`config.mk`:
```
export PLATFORM = sky130hd
export DESIGN_NAME = fetch_redirect_ctrl
export DESIGN_NICKNAME = d
export VERILOG_FILES = /design/src/rtl/fetch_redirect_ctrl.sv
export SDC_FILE = /design/constraint.sdc
export NUM_CORES = 1
export LEC_CHECK = 0
export ABC_AREA = 1
export BUFFER_PORTS_ARGS = -buffer_cell sky130_fd_sc_hd__buf_2
export CORE_AREA = 4 4 210 130
export CTS_BUF_LIST = sky130_fd_sc_hd__clkbuf_2 sky130_fd_sc_hd__clkbuf_4 sky130_fd_sc_hd__clkbuf_8
export DETAILED_ROUTE_END_ITERATION = 10
export DIE_AREA = 0 0 214 134
export HOLD_SLACK_MARGIN = 0.06
export SYNTH_ARGS = -nofsm -noshare
export SYNTH_HDL_FRONTEND = slang
export SYNTH_SLANG_ARGS = --single-unit
```
`constraint.sdc`:
```
create_clock -name clk -period 4.2 [get_ports clk]
set_input_delay 0.42 -clock clk [delete_from_list [all_inputs] [get_ports clk]]
set_output_delay 0.42 -clock clk [all_outputs]
set_load 0.01 [all_outputs]
```
`src/rtl/fetch_redirect_ctrl.sv`:
```
// Fetch PC scheduler: arbitrates backend/IF3 redirects, NLP predictions and the
// sequential PC. It holds redirects while fetch is paused and sequences delay-slot-first fetches.
module fetch_redirect_ctrl #(
  parameter logic [31:0] RESET_PC = 32'hbfc00000,
  parameter int unsigned EPOCH_W  = 3
) (
  input  logic               clk,
  input  logic               rst_n,
  input  logic               pause,
  input  logic [31:0]        seq_pc,
  input  logic               be_valid,
  input  logic [31:0]        be_pc,
  output logic               be_ready,
  input  logic               if3_valid,
  input  logic [31:0]        if3_pc,
  input  logic               if3_need_ds,
  input  logic [31:0]        if3_ds_pc,
  input  logic               nlp0_taken,
  input  logic [31:0]        nlp0_target,
  input  logic               nlp1_taken,
  input  logic [31:0]        nlp1_target,
  output logic               pc_we,
  output logic [31:0]        next_pc,
  output logic               only_get_ds,
  output logic               flush_fe,
  output logic [EPOCH_W-1:0] epoch,
  output logic               busy
);

  // state      | meaning
  // ST_RUN     | normal arbitration between all sources
  // ST_HOLD    | redirect latched in the pending entry, waiting for pause to drop
  // ST_DS_WAIT | delay slot issued, saved target goes out next
  typedef enum logic [1:0] {
    ST_RUN     = 2'd0,
    ST_HOLD    = 2'd1,
    ST_DS_WAIT = 2'd2
  } state_e;

  state_e state_q, state_d;

  logic [31:0] pend_pc_q, pend_pc_d;
  logic [31:0] pend_ds_pc_q, pend_ds_pc_d;
  logic        pend_need_ds_q, pend_need_ds_d;
  logic        pend_is_be_q, pend_is_be_d;
  logic [31:0] saved_pc_q, saved_pc_d;

  logic               pc_we_q, pc_we_d;
  logic [31:0]        next_pc_q, next_pc_d;
  logic               only_get_ds_q, only_get_ds_d;
  logic               flush_fe_q, flush_fe_d;
  logic [EPOCH_W-1:0] epoch_q, epoch_d;
  logic               be_ready_q, be_ready_d;
  logic               busy_q, busy_d;

  logic        be_acc;
  logic        rd_valid;
  logic [31:0] rd_pc;
  logic [31:0] rd_ds_pc;
  logic        rd_need_ds;
  logic        rd_is_be;

  assign be_acc = be_valid && be_ready_q;

  // Redirect winner this cycle. IF3 only competes in RUN; in HOLD an accepted
  // backend request can only displace a pending IF3 entry since be_ready is low otherwise.
  always_comb begin
    rd_valid   = 1'b0;
    rd_pc      = pend_pc_q;
    rd_ds_pc   = pend_ds_pc_q;
    rd_need_ds = pend_need_ds_q;
    rd_is_be   = pend_is_be_q;
    if (be_acc) begin
      rd_valid   = 1'b1;
      rd_pc      = be_pc;
      rd_ds_pc   = be_pc;
      rd_need_ds = 1'b0;
      rd_is_be   = 1'b1;
    end else if (state_q == ST_HOLD) begin
      rd_valid = 1'b1;
    end else if (state_q == ST_RUN && if3_valid) begin
      rd_valid   = 1'b1;
      rd_pc      = if3_pc;
      rd_ds_pc   = if3_ds_pc;
      rd_need_ds = if3_need_ds;
      rd_is_be   = 1'b0;
    end
  end

  always_ff @(posedge clk or negedge rst_n) begin
    if (!rst_n) begin
      state_q        <= ST_RUN;
      pend_pc_q      <= '0;
      pend_ds_pc_q   <= '0;
      pend_need_ds_q <= 1'b0;
      pend_is_be_q   <= 1'b0;
      saved_pc_q     <= '0;
      pc_we_q        <= 1'b0;
      next_pc_q      <= RESET_PC;
      only_get_ds_q  <= 1'b0;
      flush_fe_q     <= 1'b0;
      epoch_q        <= '0;
      be_ready_q     <= 1'b1;
      busy_q         <= 1'b0;
    end else begin
      state_q        <= state_d;
      pend_pc_q      <= pend_pc_d;
      pend_ds_pc_q   <= pend_ds_pc_d;
      pend_need_ds_q <= pend_need_ds_d;
      pend_is_be_q   <= pend_is_be_d;
      saved_pc_q     <= saved_pc_d;
      pc_we_q        <= pc_we_d;
      next_pc_q      <= next_pc_d;
      only_get_ds_q  <= only_get_ds_d;
      flush_fe_q     <= flush_fe_d;
      epoch_q        <= epoch_d;
      be_ready_q     <= be_ready_d;
      busy_q         <= busy_d;
    end
  end

  always_comb begin
    state_d        = state_q;
    pend_pc_d      = pend_pc_q;
    pend_ds_pc_d   = pend_ds_pc_q;
    pend_need_ds_d = pend_need_ds_q;
    pend_is_be_d   = pend_is_be_q;
    saved_pc_d     = saved_pc_q;
    if (rd_valid) begin
      if (pause) begin
        state_d        = ST_HOLD;
        pend_pc_d      = rd_pc;
        pend_ds_pc_d   = rd_ds_pc;
        pend_need_ds_d = rd_need_ds;
        pend_is_be_d   = rd_is_be;
      end else if (rd_need_ds) begin
        state_d    = ST_DS_WAIT;
        saved_pc_d = rd_pc;
      end else begin
        state_d = ST_RUN;
      end
    end else if (!pause) begin
      if (state_q != ST_RUN) begin
        state_d = ST_RUN;
      end else if (!nlp0_taken && nlp1_taken) begin
        state_d    = ST_DS_WAIT;
        saved_pc_d = nlp1_target;
      end
    end
  end

  always_comb begin
    pc_we_d       = !pause;
    next_pc_d     = next_pc_q;
    only_get_ds_d = only_get_ds_q;
    flush_fe_d    = 1'b0;
    epoch_d       = epoch_q;
    if (!pause) begin
      if (rd_valid) begin
        next_pc_d     = rd_need_ds ? rd_ds_pc : rd_pc;
        only_get_ds_d = rd_need_ds;
        flush_fe_d    = 1'b1;
        epoch_d       = epoch_q + EPOCH_W'(1);
      end else if (state_q == ST_DS_WAIT) begin
        next_pc_d     = saved_pc_q;
        only_get_ds_d = 1'b0;
      end else if (nlp0_taken) begin
        next_pc_d     = nlp0_target;
        only_get_ds_d = 1'b0;
      end else begin
        // nlp1 fetches its own delay slot at seq_pc before the target
        next_pc_d     = seq_pc;
        only_get_ds_d = nlp1_taken;
      end
    end
    be_ready_d = !(state_d == ST_HOLD && pend_is_be_d);
    busy_d     = (state_d != ST_RUN);
  end

  assign pc_we       = pc_we_q;
  assign next_pc     = next_pc_q;
  assign only_get_ds = only_get_ds_q;
  assign flush_fe    = flush_fe_q;
  assign epoch       = epoch_q;
  assign be_ready    = be_ready_q;
  assign busy        = busy_q;

endmodule

```
Word-level counts from Yosys, hierarchy flattened
Cells that the tools add are included.
{"block": "word_totals", "ff_bits": 140, "latch_bits": 0, "n_memories": 0, "mem_bits_rw": 0, "romBits": 0, "out_inout_bits": 40}
{"block": "op_classes", "order_cmp": 0, "shift": 0, "eq_ne": 5, "n_bitwise": 1, "reduce_logical": 14, "multipliers": 0, "n_div": 0, "add_sub_neg": 1, "n_mux": 38}
{"cell": "32-bit two-way mux", "n": 16}
{"cell": "1-bit two-way mux", "n": 16}
{"cell": "2-bit two-way mux", "n": 6}
{"cell": "2-bit nonzero test", "n": 3}
{"cell": "2-bit by 1-bit == test with 1-bit output, second input constant", "n": 2}
{"cell": "1-bit logical AND", "n": 4}
{"cell": "2-bit AND reduction", "n": 2}
{"cell": "4-bit AND reduction", "n": 1}
{"cell": "3-bit by 1-bit adder with 3-bit output, second input constant", "n": 1}
{"cell": "1-bit zero test", "n": 3}
{"cell": "2-bit == test, second input constant", "n": 1}
{"cell": "2-bit zero test", "n": 1}
{"cell": "2-bit by 1-bit != test with 1-bit output, second input constant", "n": 1}
{"cell": "2-bit != test, second input constant", "n": 1}
{"cell": "1-bit NOT", "n": 1}

Logic depth before layout (Yosys ltp)
Gate-level depths: netlist of the first run.
{"block": "logic_depth", "word_depth": 11, "mapped_depth": 11}

Worst setup path before layout of the first run
No wires, ideal clock.
{"block": "synth_path", "path_type": "flip-flop to flip-flop", "start": "register be_ready_q, in the netlist be_ready", "end": "register saved_pc_q[10]", "setup_slack_ps": 2565, "required_time_ps": 4077, "stages_incl_launch_ff": 9, "setup_time_ps": 123, "n_path_buf": 1, "period_less_slack_ps": 1635, "t_arrival_ps": 1511, "cell_sequence": "dfstp_2 -> nand2_2 -> nand2_2 -> nand2_4 -> a21oi_1 -> nand3_4 -> buf_2 -> nand2_1 -> o21ai_1"}
{"block": "synth_between", "elab_chain_len": 5, "elab_cells_between_ends": 11, "classes_between": "eq/ne (2); mux (6); reduce/logical (3)"}
{"element": "start, declared", "line_no": "53", "rtl": "logic be_ready_q, be_ready_d;"}
{"element": "start signal, assigned", "line_no": "117", "rtl": "be_ready_q <= be_ready_d;"}
{"element": "1-bit logical AND *", "line_no": "63", "rtl": "assign be_acc = be_valid && be_ready_q;"}
{"element": "32-bit two-way mux", "line_no": "73", "rtl": "if (be_acc) begin"}
{"element": "32-bit two-way mux", "line_no": "136", "rtl": "end else if (rd_need_ds) begin"}
{"element": "32-bit two-way mux", "line_no": "130", "rtl": "if (pause) begin"}
{"element": "32-bit two-way mux", "line_no": "129", "rtl": "if (rd_valid) begin"}
{"element": "end signal, assigned", "line_no": "111", "rtl": "saved_pc_q <= saved_pc_d;"}
{"element": "end, declared", "line_no": "46", "rtl": "logic [31:0] saved_pc_q, saved_pc_d;"}
Every way passes the cells marked *; elsewhere a longest branch is shown, timed or not. The select of a mux whose other input is x is not followed.
A chain may end at the register's enable or synchronous reset.

Worst setup path in the final report of the first run
{"block": "layout_path", "start": "register be_ready_q, in the netlist be_ready", "end": "register saved_pc_q[19]"}
The elaborated chain is that of the path after synthesis.

==> results of run 1 <==
==> final timing paths <==
path	depth (start not counted)	to	startpoint
setup / recovery	9	saved_pc_q[19]$_DFFE_PN0P_	be_ready$_DFF_PN1_
hold / removal	3	only_get_ds$_DFFE_PN0N_	pause
setup reg to reg	9	saved_pc_q[19]$_DFFE_PN0P_	be_ready$_DFF_PN1_
hold reg to reg	1	epoch[2]$_DFFE_PN0P_	epoch[2]$_DFFE_PN0P_
max in group asynchronous	3	next_pc[31]$_DFFE_PN1N_	rst_n
min in group asynchronous	2	next_pc[15]$_DFFE_PN0N_	rst_n
==> worst reg2reg max path, delay by kind of cell, from the launching register on <==
| family | cells | cell delay, ns |
|---|---|---|
| buf+inv | 2 | 0.76 |
| flops | 1 | 0.54 |
| simple gates | 7 | 1.64 |
==> metal layers <==
layer	track usage, %	up-vias	wire [um]
met3	4.64	28	2240
met4	5.18	2	350
met2	32.9	325	13300
met5	0	-	8
li1	-	4633	-
met1	31.1	4267	14900
==> layout make-up <==
cell class	count	area, um2	share of cell area (%)
clock inverter	8	90.1	0.856
sequential	140	3520	33.4
tap	329	412	3.91
multi-input combinational	1008	4370	41.6
clock buffer	24	305	2.90
timing repair buffer	250	1310	12.5
inverter	135	512	4.86
==> power by group through the flow <==
stage | clock network, mW | logic (mW) | registers (mW)
2_1_floorplan | 0 | 1.25 | 2.07
3_3_place_gp | 0 | 1.85 | 2.04
3_5_place_dp | 0 | 1.88 | 2.05
4_1_cts | 1.17 | 1.89 | 2.03
5_1_grt | 1.23 | 2.17 | 2.08
6_report | 1.15 | 1.88 | 2.03
==> kinds of logic (layout without fill, tap and decap cells) <==
group,Yosys count,after routing,synth area share [%]
XOR/XNOR,2,2,0.199
AND/OR/NAND/NOR,854,854,40.0
adder cells (fa/ha/maj),1,1,0.142
flip-flops,140,140,40.0
buffers and inverters,221,417,10.4
AO/OA/AOI/OAI,151,151,9.27
==> sequential cells by signal, indices dropped and copies added (netlist names), 2 cells and up <==
name and cells:
pend_pc_q 32, pend_ds_pc_q 32, saved_pc_q 32, epoch 3, state_q 2, next_pc 32
==> cell usage in the layout, fill, tap and decap left out, types with 11 or more instances in the layout <==
cell type	n
sky130_fd_sc_hd__a21oi_1	29
sky130_fd_sc_hd__nand3_1	157
sky130_fd_sc_hd__o21ai_1	52
sky130_fd_sc_hd__nand3b_1	11
sky130_fd_sc_hd__dfrtp_1	130
sky130_fd_sc_hd__buf_2	238
sky130_fd_sc_hd__nand2_1	558
sky130_fd_sc_hd__inv_1	129
sky130_fd_sc_hd__o21bai_1	21
sky130_fd_sc_hd__nor2_1	108
sky130_fd_sc_hd__clkbuf_8	20
sky130_fd_sc_hd__o21ai_0	43
==> through the flow <==
| stage | utilization [%] | hold slack [ns] | setup slack (ns) |
|---|---|---|---|
| after floorplan | - | 0.124 | 2.57 |
| after global placement | 40.2 | 0.461 | 1.03 |
| after detailed placement | 40.2 | 0.460 | 0.970 |
| after CTS | 41.8 | 0.189 | 1.10 |
| after global routing | 41.8 | 0.210 | 0.857 |
| final | 41.8 | 0.221 | 1.15 |
==> results.md, run 1 <==
- In this run the tightest slew margin relative to its limit is 30.5%.
- The category of the worst setup path capture point is a flip-flop.
- Among all flip-flop cells after synthesis, the most frequent one is sky130_fd_sc_hd__dfrtp_1.
- The clock reaches the later pin of the worst-skew pair after 0.47 ns.
- The number of top-level pins is between 200 and 250.
- Based on the critical path, the design can be clocked at up to 0.328 GHz.
- Summed over all nets, the switching power comes to 1.97 mW.
- Leaving out filler cells and counting taps, the final layout contains 1,894.
- TritonCTS created 17 clock buffers.
- Adding up every negative setup slack in the final design gives 0 ns.
- After detailed routing, the number of vias per cell comes to 4.89.
- In the final routed layout, each cell accounts on average for about 16 um.
- The final weighted congestion of routability-driven global placement is 0.841.
- The number of cells produced by synthesis is around 1,400.
- The share of synthesized area occupied by flip-flops and latches is 40.0%.
- The path class of the tightest hold or removal check is input pin to flip-flop.
- Entering global routing, the biggest net connects 89 pins.
- Of all nets on the critical path, the largest fanout is 54.
- The routed wire length is 30,900 um.
- The total leakage power is roughly 6 nW.
- The worst-margin pin slew is 1.04 ns.
- The fraction of the cycle the final worst path needs is 72.6%.
- The proportion of power drawn by flip-flops and latches is 40.1%.
- The post-cts sizing count is 0.
- The CTS tree is done.
- The global-route congestion overflow total is 0.
- Synthesis produced a netlist with a net count of between 1,500 and 2,000.
- The number of antenna violations at the first check in global routing was 1.
- The internal power summed over all cells is approximately 3 mW.
- After detailed placement, the total cell area comes to 0.0101 mm2.
- The number of buffers inserted by port buffering is 239.
- The clock network accounts for 22.7% of the total power.
- The vias after detailed routing is 9,255.
- Setup repair after global routing left no endpoint under its margin.
- On the worst path, the slowest cell contributes a delay of 0.55 ns.
- After layout, the minimum clock period comes to 3.05 ns.
- The critical path launch point type is a flip-flop.
- The most common cell in the synthesized netlist is sky130_fd_sc_hd__nand2_1.
- In this run the standard cell core region covers between 0.02 and 0.03 mm2.
- The final-stage net count is between 1,500 and 2,000.
- The total routing usage reported by global routing is 21.5%.
- On the critical path the largest part of the delay comes from simple AND/OR/NAND/NOR gates.
- The data arrival time of the worst path is 3.41 ns.
- In the post-synthesis netlist, the biggest area contributors are sky130_fd_sc_hd__dfrtp_1, sky130_fd_sc_hd__nand2_1, sky130_fd_sc_hd__nand3_1.
- The required time reported for the critical path endpoint is 4.56 ns.
- The number of slew-limit violations in the final report is 0.
- The worst setup path is of the flip-flop to flip-flop kind.
- The final-report hold violation count is 0.
- The count of distinct cell types in the synthesized netlist is 29.
- After detailed routing, the number of remaining DRC violations is 0.
- The commonest cells after synthesis are sky130_fd_sc_hd__nand2_1, sky130_fd_sc_hd__nand3_1, sky130_fd_sc_hd__dfrtp_1, sky130_fd_sc_hd__inv_1, sky130_fd_sc_hd__nor2_1.
- The area share of the largest cell type after synthesis is ~37%.
- The total number of H-tree levels is 4.
- The first TritonRoute pass finished after 8 iterations.
- Row generation in the floorplan step produced between 40 and 50 rows.
- The via count of the first global-routing pass is around 9,000.
- The ratio of cells with drive above 1 in the final layout is roughly 20%.
- The count of nets left with antenna violations once routing finished came out at 0.
- The die covers 0.0287 mm2.
- The clock skew is 0.0160 ns.
- The max-cap check violation count is 0.
- The number of sinks handled by clock tree synthesis is 140.
- The root buffer selected by CTS is sky130_fd_sc_hd__clkbuf_8.
- The number of diodes is 0.
- The total power is between 5 and 6 mW.
- The number of buffers on the longest clock path is 2.
- Walking the worst path, the cells encountered are nand2_2 > nand2_2 > nand2_4 > inv_4 > nand2_4 > nand3_4 > inv_2 > nand2_1 > nand2_1.
- During synthesis, Yosys emitted a total of 0 warnings.
- The worst-case IR drop observed on VDD is 208 uV.
- After clock tree synthesis, the setup repair step added 0 buffers.
- The synthesized design contains 140 register bits.
- The flow ran to the end, and the final reports show no timing, DRC or antenna violations.
- The detailed router's first-iteration violation count is approximately 570.
- The cell at the slowest stage of the critical path is sky130_fd_sc_hd__nand3_4.
- The post-detailed-placement half-perimeter wirelength is roughly 20,000 um.
- In this run, synthesis inferred 0 flip-flops with an integrated enable.
- The layout overhead on the synthesized area is 19.6%.
- After clock tree synthesis, the flow added hold-fix buffers numbering 1.
- The finished cells cover about 0.011 mm2.
- For this design the ratio of total power to cell area is 480 mW/mm2.
- The die is 214 um wide.
- In this run the register-to-register setup slack is 1.15 ns.
- The share of total power consumed by net switching is between 30 and 40%.
- The combined buffer and inverter count along the critical path is 2.
- The clock transition at the registers of the reported paths is 0.08 ns.
- sky130_fd_sc_hd__dfrtp_1 takes more of the synthesized area than any other cell.
- In this run the cell area of the synthesized design comes to 0.00880 mm2.
- The floorplan step set the die height to around 130 um.
- The initial utilization of the core area, before any placement, comes to 34.9%.
- The global-route wire length before repair is 48,900 um.
- In this run, placement finished with an instance count of 1,861.
- The post-synthesis async set-or-reset flop share is 100%.
- The final number of setup-violating endpoints is 0.
- The fraction of power consumed by combinational cells is 37.2%.
- Counting the fill cells in the layout gives 2,729.
- The synthesized area divided by synthesized cell count is around 6.4 um2.
Power figures use the tool's default switching activity.
==> run 2, diff against run 1 <==
==> constraint.sdc (replaced) <==
create_clock -name clk -period 2.5 [get_ports clk]
set_input_delay 0.25 -clock clk [delete_from_list [all_inputs] [get_ports clk]]
set_output_delay 0.25 -clock clk [all_outputs]
set_load 0.01 [all_outputs]
==> run 2 against run 1 <==
  * Non-clock buffer count is 23 higher
  * Clock power is 85% higher
  * First-iteration DRC count is 16% higher
  * Via count is 0.93% higher
  * Sequential share of layout area is 0.87 points lower
  * Global-route usage is 0.17 points higher
  * Largest cell class unchanged
  * Highest routed layer is now met4
==> results.md, run 2 (synthesized netlist as in run 1, its figures left out) <==
- The run finished with clean final reports.
- The critical path launch point type is a flip-flop.
- The post-detailed-route DRC marker count is 0.
- For this design the top-level I/O count stands at 240.
- The number of buffers on the longest clock path is 2.
- The total routing usage reported by global routing is 21.7%.
- The number of antenna violations at the first check in global routing is 0.
- The total number of placement rows is 45.
- The first global-routing pass estimated 49,000 um of wire.
- CTS placed an instance of sky130_fd_sc_hd__clkbuf_8 at the clock tree root.
- The data arrival time of the worst path is 2.50 ns.
- Setup repair after global routing left no endpoint under its margin.
- The routed wire length is ~32,000 um.
- The minimum setup slack in the final design is ~0.33 ns.
- The global-route congestion overflow total is 0.
- The final number of setup-violating endpoints is 0.
- The cell at the slowest stage of the critical path is sky130_fd_sc_hd__dfstp_2.
- The highest attainable clock frequency is 0.462 GHz.
- The clock skew is 0.0171 ns.
- The starting density of the core is around a third.
- After floorplanning, the core was sized to cover 0.0252 mm2.
- For the worst-skew pair, the clock arrives at the later sink with an insertion delay of roughly 0.46 ns.
- In the layout the commonest cells are sky130_fd_sc_hd__nand2_1, sky130_fd_sc_hd__buf_2, sky130_fd_sc_hd__nand3_1.
- The area of placed instances is a little over 0.01 mm2.
- The die extent in y is 134 um.
- At the end of routability-driven placement, the weighted congestion stood at 0.856.
- The worst-case vdd ir drop is 307 uV.
- The width of the chip is 214 um.
- The type of the worst setup path is flip-flop to flip-flop.
- TritonCTS built the clock tree.
- The repair_antennas step left the layout with diodes totalling 0.
- The startpoint of the most critical register-to-register path is be_ready$_DFF_PN1_.
- The number of buffers created by CTS is 17.
- The number of optimization iterations in the first detailed-route pass is 5.
- Using the TritonRoute via totals, the vias-per-cell ratio works out to 4.87.
- The max-slew headroom at the worst pin is between 40% and 50%.
- The final instance area is 0.0108 mm2.
- The most critical setup path has its startpoint at be_ready$_DFF_PN1_.
- The number of buffers inserted by port buffering is 239.
- Of the available clock period, the critical path in the final layout requires 86.7%.
- The final-report hold violation count is 0.
- The post-cts sizing count is 0.
- The ratio of cells with drive above 1 in the final layout is around a fifth.
- The total leakage power is around 6.1 nW.
- The max-cap check violation count is 0.
- The final-stage net count is 1,776.
- The post-detailed-placement half-perimeter wirelength is between 20,000 and 25,000 um.
- The detailed router finished its first iteration with 667 violations.
- The time the final worst path needs with I/O delays and setup is approximately 2.2 ns.
- The final sum of negative setup slack is 0 ns.
- The critical-path maximum fanout is 34.
- The clock transition at the registers of the reported paths is 0.08 ns.
- Walking the worst path, the cells encountered are nand2_2 > nand2_2 > nand2_4 > a21oi_1 > nand3_4 > buf_12 > nand2_1 > o21ai_1.
- In this design, the largest share of critical-path delay is due to simple AND/OR/NAND/NOR gates.
- The average routed wire per standard cell is 16.5 um.
- In this run the remaining antenna-violating nets after routing total 0.
- The combined buffer and inverter count along the critical path is 1.
- The cell seen most often among critical-path stages is sky130_fd_sc_hd__nand2_2.
- Compared with the post-synthesis result, the final layout area differs by 22.8%.
- Data on the critical path is required at its endpoint by between 2 and 3 ns.
- The worst-margin pin slew is between 0.8 and 0.9 ns.
- Power spread over the standard cell area amounts to 817 mW/mm2.
- The number of sinks handled by clock tree synthesis is 140.
- The pre-CTS setup slack is ~0.37 ns.
- The clock tree synthesis step divided the H-tree into 4 levels.
- In this run the most critical hold path is launched from nlp1_target[30].
- The via count of the first global-routing pass is 8,793.
- The worst stage delay on the critical path is between 0.5 and 0.6 ns.
- The min-delay analysis places its worst path in the category input pin to flip-flop.
- The floorplan step defined a die boundary enclosing 0.0287 mm2.
- Detailed routing inserted a total of 9,341 vias.
- The leading cell type in the layout, fill and taps excluded is sky130_fd_sc_hd__nand2_1.
- The number of slew-limit violations in the final report was 0.
- The maximum number of pins on one net before global-route repair is 66.
- The category of the worst setup path capture point is a flip-flop.
[run 2: cell types whose count changed in the layout (fill, tap and decap cells not counted)]
cell | previous run | this run
sky130_fd_sc_hd__clkbuf_4 | 4 | 5
sky130_fd_sc_hd__buf_12 | 2 | 6
sky130_fd_sc_hd__clkinv_2 | 6 | 3
sky130_fd_sc_hd__bufinv_16 | 2 | 4
sky130_fd_sc_hd__buf_4 | 8 | 24
sky130_fd_sc_hd__dlygate4sd3_1 | 1 | 4
[run 2: final cells by class]
cell class | count | area, um2
timing repair buffer | 273 | 1540
inverter | 135 | 512
multi-input combinational | 1008 | 4370
clock inverter | 7 | 135
tap | 329 | 412
clock buffer | 25 | 313
fill | 2680 | 14400
sequential | 140 | 3520
[run 2: path summary, 6_finish.rpt]
path,endpoint,slack [ns],depth (start not counted)
setup / recovery,saved_pc_q[4]$_DFFE_PN0P_,0.33,8
hold / removal,saved_pc_q[30]$_DFFE_PN0P_,0.1,5
setup reg to reg,saved_pc_q[4]$_DFFE_PN0P_,0.33,8
hold reg to reg,epoch[2]$_DFFE_PN0P_,0.47,1
max in group asynchronous,be_ready$_DFF_PN1_,1.38,3
min in group asynchronous,pend_ds_pc_q[22]$_DFFE_PN0P_,0.35,2
[run 2: per-layer routing]
metal / share of wire, % / GRT usage [%]
met5: 0 / 0
met4: 0.81 / 4.61
met3: 9.3 / 5.07
met2: 41 / 31.7
met1: 49 / 32.5
[run 2: where the power goes]
part / switching, mW / internal (mW)
logic: 2.09 / 1.18
registers: 0.354 / 3.07
clock network: 0.908 / 1.22
[run 2: worst register-to-register path: cells and delay by family (launching register included)]
| kind | cells | cell delay, ns |
|---|---|---|
| simple gates | 5 | 0.83 |
| buf+inv | 1 | 0.29 |
| compound gates | 2 | 0.39 |
| flops | 1 | 0.54 |
[run 2: per-stage QoR]
step / total power, mW / util [%] / hold WS [ns] / cells
floorplan: 5.57 / - / -0.0456 / 1369
global placement: 6.67 / 41.0 / 0.279 / 1881
detailed placement: 6.71 / 41.0 / 0.281 / 1881
CTS: 8.87 / 42.9 / 0.0683 / 1917
global route: 9.52 / 42.9 / 0.0790 / 1917
finish: 8.82 / 42.9 / 0.0981 / 1917
[run 2: what timing repair did]
item	in CTS	in global routing
buffers inserted	0	0
hold buffers	4	0
endpoints found under the hold margin	51	0
